`src/rtl/wshb_mire_writer_pkg.sv`:
```
// Shared definitions for the Wishbone frame-buffer masters (mire writer, VGA reader).
// Holds the master FSM state encoding, the cycle-type constants and the grid pattern rule.
package wshb_mire_writer_pkg;

  typedef enum logic [1:0] {
    ST_IDLE  = 2'd0,
    ST_BURST = 2'd1,
    ST_GAP   = 2'd2
  } wr_state_e;

  localparam logic [2:0] CTI_CLASSIC = 3'b000;
  localparam logic [2:0] CTI_INCR    = 3'b010;
  localparam logic [2:0] CTI_END     = 3'b111;

  localparam logic [1:0] BTE_LINEAR  = 2'b00;
  localparam logic [1:0] SEL_FULL    = 2'b11;

  // A grid line is drawn on every 16th column and every 16th row.
  function automatic logic [15:0] grid_pixel(input logic [3:0] x_low, input logic [3:0] y_low);
    return ((x_low == 4'd0) || (y_low == 4'd0)) ? 16'hFFFF : 16'h0000;
  endfunction

endpackage

```
`src/rtl/mire_pixel_gen.sv`:
```
// Raster position counters for the test-pattern writer, plus the pixel colour and
// byte address of the current position. The position only moves when `advance` is high.
module mire_pixel_gen
  import wshb_mire_writer_pkg::*;
#(
  parameter int          HDISP    = 640,
  parameter int          VDISP    = 480,
  parameter logic [31:0] BASE_ADR = 32'd0
) (
  input  logic        clk,
  input  logic        rst_n,
  input  logic        advance,
  output logic [31:0] adr,
  output logic [15:0] dat,
  output logic        last_pixel
);

  // At least 4 bits so the grid test on x[3:0]/y[3:0] is always well formed.
  localparam int XW = ($clog2(HDISP) < 4) ? 4 : $clog2(HDISP);
  localparam int YW = ($clog2(VDISP) < 4) ? 4 : $clog2(VDISP);

  logic [XW-1:0] x_q, x_d;
  logic [YW-1:0] y_q, y_d;
  logic          x_last;
  logic          y_last;
  logic [31:0]   pix_idx;

  assign x_last = (x_q == XW'(HDISP - 1));
  assign y_last = (y_q == YW'(VDISP - 1));

  always_comb begin
    x_d = x_q;
    y_d = y_q;
    if (advance) begin
      if (x_last) begin
        x_d = '0;
        y_d = y_last ? '0 : y_q + 1'b1;
      end else begin
        x_d = x_q + 1'b1;
      end
    end
  end

  always_ff @(posedge clk or negedge rst_n) begin
    if (!rst_n) begin
      x_q <= '0;
      y_q <= '0;
    end else begin
      x_q <= x_d;
      y_q <= y_d;
    end
  end

  assign pix_idx    = 32'(y_q) * 32'(HDISP) + 32'(x_q);
  assign adr        = BASE_ADR + (pix_idx << 1);
  assign dat        = grid_pixel(x_q[3:0], y_q[3:0]);
  assign last_pixel = x_last && y_last;

endmodule

```
`src/rtl/wshb_mire_writer.sv`:
```
// Wishbone master that fills the frame buffer with a grid test pattern using fixed-length
// incrementing bursts, releasing the bus for one cycle between bursts.
module wshb_mire_writer
  import wshb_mire_writer_pkg::*;
#(
  parameter int          HDISP    = 640,
  parameter int          VDISP    = 480,
  parameter int          BURST    = 16,
  parameter logic [31:0] BASE_ADR = 32'd0
) (
  input  logic        clk,
  input  logic        rst_n,
  input  logic        en,
  output logic [31:0] adr,
  output logic [15:0] dat_ms,
  output logic [1:0]  sel,
  output logic        we,
  output logic        cyc,
  output logic        stb,
  output logic [2:0]  cti,
  output logic [1:0]  bte,
  input  logic        ack,
  output logic        frame_done
);

  localparam int BEAT_W = (BURST > 1) ? $clog2(BURST) : 1;

  wr_state_e         state_q, state_d;
  logic [BEAT_W-1:0] beat_q, beat_d;
  logic              en_q, en_d;
  logic              beat_done;
  logic              last_beat;
  logic              last_pixel;

  // An ack only counts while we are actually strobing.
  assign beat_done = (state_q == ST_BURST) && ack;
  assign last_beat = (beat_q == BEAT_W'(BURST - 1));

  always_ff @(posedge clk or negedge rst_n) begin
    if (!rst_n) begin
      state_q <= ST_IDLE;
      beat_q  <= '0;
      en_q    <= 1'b0;
    end else begin
      state_q <= state_d;
      beat_q  <= beat_d;
      en_q    <= en_d;
    end
  end

  // en is registered so IDLE leaves one cycle after en is seen high.
  always_comb begin
    state_d = state_q;
    en_d    = en;
    beat_d  = beat_q;
    if (beat_done) begin
      beat_d = last_beat ? '0 : beat_q + 1'b1;
    end
    case (state_q)
      ST_IDLE:  if (en_q) state_d = ST_BURST;
      ST_BURST: if (beat_done && last_beat) state_d = ST_GAP;
      ST_GAP:   state_d = en ? ST_BURST : ST_IDLE;
      default:  state_d = ST_IDLE;
    endcase
  end

  always_comb begin
    cyc = 1'b0;
    stb = 1'b0;
    cti = CTI_CLASSIC;
    if (state_q == ST_BURST) begin
      cyc = 1'b1;
      stb = 1'b1;
      cti = last_beat ? CTI_END : CTI_INCR;
    end
    we         = cyc;
    sel        = SEL_FULL;
    bte        = BTE_LINEAR;
    frame_done = beat_done && last_pixel;
  end

  mire_pixel_gen #(
    .HDISP    (HDISP),
    .VDISP    (VDISP),
    .BASE_ADR (BASE_ADR)
  ) u_pixel_gen (
    .clk        (clk),
    .rst_n      (rst_n),
    .advance    (beat_done),
    .adr        (adr),
    .dat        (dat_ms),
    .last_pixel (last_pixel)
  );

endmodule

```
`config.mk`:
```
export PLATFORM = sky130hd
export DESIGN_NAME = wshb_mire_writer
export DESIGN_NICKNAME = d
export VERILOG_FILES = /design/src/rtl/wshb_mire_writer_pkg.sv /design/src/rtl/mire_pixel_gen.sv /design/src/rtl/wshb_mire_writer.sv
export SDC_FILE = /design/constraint.sdc
export NUM_CORES = 1
export LEC_CHECK = 0
export ABC_AREA = 1
export ABC_CLOCK_PERIOD_IN_PS = 9400
export CAP_MARGIN = 0
export CORE_MARGIN = 4
export CORE_UTILIZATION = 45
export DETAILED_ROUTE_END_ITERATION = 10
export GPL_TIMING_DRIVEN = 0
export HOLD_SLACK_MARGIN = 0.15
export PLACE_DENSITY = 0.86
export SYNTH_ARGS = -nofsm -noshare
export SYNTH_HDL_FRONTEND = slang
export SYNTH_SLANG_ARGS = --single-unit
```
`constraint.sdc`:
```
create_clock -name clk -period 9.4 [get_ports clk]
set_clock_uncertainty 0.2 [all_clocks]
set_input_delay 2.82 -clock clk [delete_from_list [all_inputs] [get_ports clk]]
set_output_delay 2.82 -clock clk [all_outputs]
set_load 0.02 [all_outputs]
```
==> flow_metrics.py, run 1 <==
metrics = {
    "timing": {
        "worst_slew_pin_slew_ns": 1.12,
        "hold_viol": 0,
        "rsz0062_at_grt": "false",
        "fin_crit_ns": 7.82,
        "fmax_ghz": 0.128,
        "fin_crit_sh_pct": 83.1,
        "fin_ws_ns": 1.59,
        "finalSetupViolCount": 0,
        "setup_tns_ns": 0,
        "maxSlewViolCount": 0,
        "slew_headroom_pct": 24.9,
    },
    "setup_path": {
        "worstPathArrival_ns": 4.79,
        "critPathCaptureType": "primary output",
        "cp_cell_sequence": "clkdlybuf4s50_1 > nand3_4 > nor2_4 > nand2_2 > or2_1 > buf_6 > nor2_1 > clkdlybuf4s50_1",
        "worst-path-max-fanout": 7,
        "timing.rr.end": "u_pixel_gen.y_q[2]",
        "crit_top_cell": "clkdlybuf4s50_1",
        "r2r_slack_ns": 7.62,
        "required_ns": 6.38,
        "cp_top_family": "buffers and inverters",
        "cp_slowest_cell": "clkdlybuf4s50_1",
        "crit_buf_inv": 3,
        "crit_cells": 8,
        "r2r-start": "u_pixel_gen.x_q[0]",
        "rr_worst_depth": 8,
        "slowest_delay_ns": 0.62,
        "startpoint_type": "input port",
        "crit_type": "in -> out",
    },
    "global_route": {
        "antenna_found_initial": 0,
        "gr-total-overflow": 0,
        "track_usage_pct": 14.7,
        "grt_max_degree": 27,
        "grt_pass1_wl_microns": 7890,
        "grt_pass1_vias": 1893,
    },
    "worst_hold_path": {
        "hp-class": "reg -> reg",
        "worstHoldStart": "beat_q[2]",
        "holdPathEnd": "beat_q[2]",
        "worstHoldPathCells": 1,
    },
    "power_and_ir_drop": {
        "powerDensity_nw_per_um2": 196,
        "totalPowerFinal_mw": 0.597,
        "p_leak_nw": 1.65,
        "peakVddDrop_v": 0.000161,
    },
    "route": {
        "drt_iter0_drc": 73,
        "firstDrtPassIters": 4,
        "wirelength_microns": 4540,
        "viasPerCell": 4.54,
        "drc": 0,
        "routedWlPerCell_microns": 9.97,
        "vias": 2064,
        "final_antenna_net_count": 0,
    },
    "clock_network": {
        "htreeDepth": 1,
        "cts_resized": 0,
        "root_buffer": "clkbuf_8",
        "path_clk_slew_ns": 0.08,
        "clock_sinks": 26,
        "clockBufferDepth": 2,
        "post_cts_buffers": 0,
        "cts_hold_buf": 0,
        "cts_tree": "done",
        "cts_buffers": 3,
        "clock_latency_ns": 0.27,
    },
    "yosys": {
        "avgSynthCellArea_sq_um": 7.48,
        "synth_edf_count": 0,
        "ys_seq_area_share_pct": 27.2,
        "ys_warn_count": 0,
        "synth_cells": 320,
        "syn_area_sq_um": 2390,
        "synth-seq-cells": 26,
        "synthArstFlopShare_pct": 100,
        "synthDistinctLibCells": 30,
        "synth_flop_cell": "dfrtp_1",
    },
    "run": {
        "maxCapViolations": 0,
    },
    "finish": {
        "nets": 414,
        "layout-drive-gt1-share_pct": 14.8,
        "diodes": 0,
        "fill_cells": 496,
        "area_growth_pct": 27.5,
        "fin_area_sq_um": 3050,
        "final_util_pct": 59.3,
    },
    "die": {
        "rows": 26,
        "ios": 63,
        "die_w_microns": 80.9,
        "design.core.area_sq_um": 5140,
        "die-area_sq_um": 6550,
        "start_util_pct": 46.5,
        "fp.dieH_microns": 80.9,
    },
    "placement": {
        "hpwl_microns": 3720,
        "place_congestion": 0.843,
        "io_buffers": 45,
        "dpl-instance-area_sq_um": 2990,
        "pre_cts_slack_ns": 1.59,
    },
    "status": {
        "status": "completed",
    },
}
-- cell families (layout without fill, tap and decap cells) --
group,count (synthesis),after routing,share of synthesized area (%)
xor gates and xnor gates,17,17,6.22
AOI/OAI and AO/OA,29,29,6.54
and+or+nand+nor,131,131,25.0
DFF,26,26,27.2
adders and majority gates,24,24,13.2
buffers and inverters,91,141,21.5
other,2,17,0.314
-- cells in the mapped netlist (all sizes together) (2+ instances only) --
cell type	instances	area share, %
nand2	67	11
nand3b	6	1.9
dfrtp	26	27
o21ai	14	2.9
xnor2	7	2.6
nor3	3	0.63
nor2	21	3.8
nand3	26	6.0
inv	44	6.9
buf	46	14
ha	22	12
conb	2	0.31
nand4	7	1.8
xor2	10	3.7
fa	2	1.7
a21oi	11	2.3
-- power breakdown --
| part | switching, mW | internal (mW) | total (mW) | leakage (nW) |
|---|---|---|---|---|
| sequential | 0.0311 | 0.143 | 0.174 | 0.290 |
| combinational | 0.174 | 0.179 | 0.353 | 1.33 |
| clock | 0.0327 | 0.0374 | 0.0701 | 0.0288 |
| total | 0.238 | 0.360 | 0.597 | 1.65 |
-- state kept, by name, indices dropped and copies added (netlist names) --
| register | count |
|---|---|
| u_pixel_gen.x_q | 10 |
| en_q | 1 |
| beat_q | 4 |
| state_q | 2 |
| u_pixel_gen.y_q | 9 |
-- worst register-to-register path: stages, from the launching register on --
cell and delay, ns:
dfrtp_1 0.40, ha_1 0.19, nand2_1 0.10, nor2_4 0.17
nand2_2 0.07, or2_1 0.23, buf_6 0.14, nor2_2 0.08
xor2_1 0.14
-- metal layers --
metal  share of wire (%)  up-vias  global-route usage (%)
met3                 3.5        5                    1.55
met5                   0        -                       0
met2                  51       40                    26.2
met4                0.90        0                    3.55
met1                  44      931                    18.9
li1                    -     1088                       -
-- through the flow --
stage	instances	hold WS (ns)
floorplan	335	0.261
global placement	450	0.284
detailed placement	451	0.289
CTS	455	0.305
global route	455	0.316
finish	455	0.303
-- layout by cell type, fill, tap and decap left out, types with 6 or more instances in the layout --
master	Yosys	final
nand3_1	25	25
nand3b_1	6	6
a21oi_1	11	11
nand4_1	7	7
nor2_1	18	18
inv_1	43	43
xor2_1	10	10
dfrtp_1	26	26
conb_1	2	17
clkdlybuf4s50_1	0	45
xnor2_1	7	7
ha_1	22	22
nand2_1	66	66
o21ai_0	13	12
buf_4	44	45
-- worst max-delay path by stage --
| stage | start | endpoint | slack, ns |
|---|---|---|---|
| global placement | ack | frame_done | 1.60 |
| floorplan | ack | frame_done | 2.65 |
| CTS | ack | frame_done | 1.57 |
| finish | ack | frame_done | 1.59 |
| global route | ack | frame_done | 1.51 |
| detailed placement | ack | frame_done | 1.59 |
-- area by class of cell --
cell class	instances	area (sq um)	share of cell area (%)
Multi-Input combinational cell	218	1280	42.1
Timing Repair Buffer	46	458	15.0
Sequential cell	26	651	21.3
Inverter	45	169	5.54
Buffer	46	347	11.4
Clock buffer	4	55.1	1.81
Tap cell	70	87.6	2.87
No activity file was read; power rests on OpenSTA's default activity.
==> run 2, diff against run 1 <==
--- a/config.mk
+++ b/config.mk
@@ -6,7 +6,7 @@
 export NUM_CORES = 1
 export LEC_CHECK = 0
 export ABC_AREA = 1
-export ABC_CLOCK_PERIOD_IN_PS = 9400
+export ABC_CLOCK_PERIOD_IN_PS = 7300
 export CAP_MARGIN = 0
 export CORE_MARGIN = 4
 export CORE_UTILIZATION = 45
==> constraint.sdc (replaced) <==
create_clock -name clk -period 7.3 [get_ports clk]
set_clock_uncertainty 0.2 [all_clocks]
set_input_delay 2.19 -clock clk [delete_from_list [all_inputs] [get_ports clk]]
set_output_delay 2.19 -clock clk [all_outputs]
set_load 0.02 [all_outputs]
==> results of run 2 <==
The final DEF is identical to that of run 1. Status: completed.
Main changes from that run: setup slack after placement 1.59 ns -> 0.745 ns; setup slack after layout 1.59 ns -> 0.745 ns; register-to-register setup slack 7.62 ns -> 5.52 ns; total power 0.597 mW -> 0.769 mW; worst IR drop on VDD 0.000161 V -> 0.000207 V
==> run 3, diff against run 2 <==
--- a/config.mk
+++ b/config.mk
@@ -17,3 +17,4 @@
 export SYNTH_ARGS = -nofsm -noshare
 export SYNTH_HDL_FRONTEND = slang
 export SYNTH_SLANG_ARGS = --single-unit
+export TNS_END_PERCENT = 30
==> results of run 3 <==
The final DEF is identical to that of run 1. Status: completed.
Main changes from that run: setup slack after placement 1.59 ns -> 0.745 ns; setup slack after layout 1.59 ns -> 0.745 ns; register-to-register setup slack 7.62 ns -> 5.52 ns; total power 0.597 mW -> 0.769 mW; worst IR drop on VDD 0.000161 V -> 0.000207 V
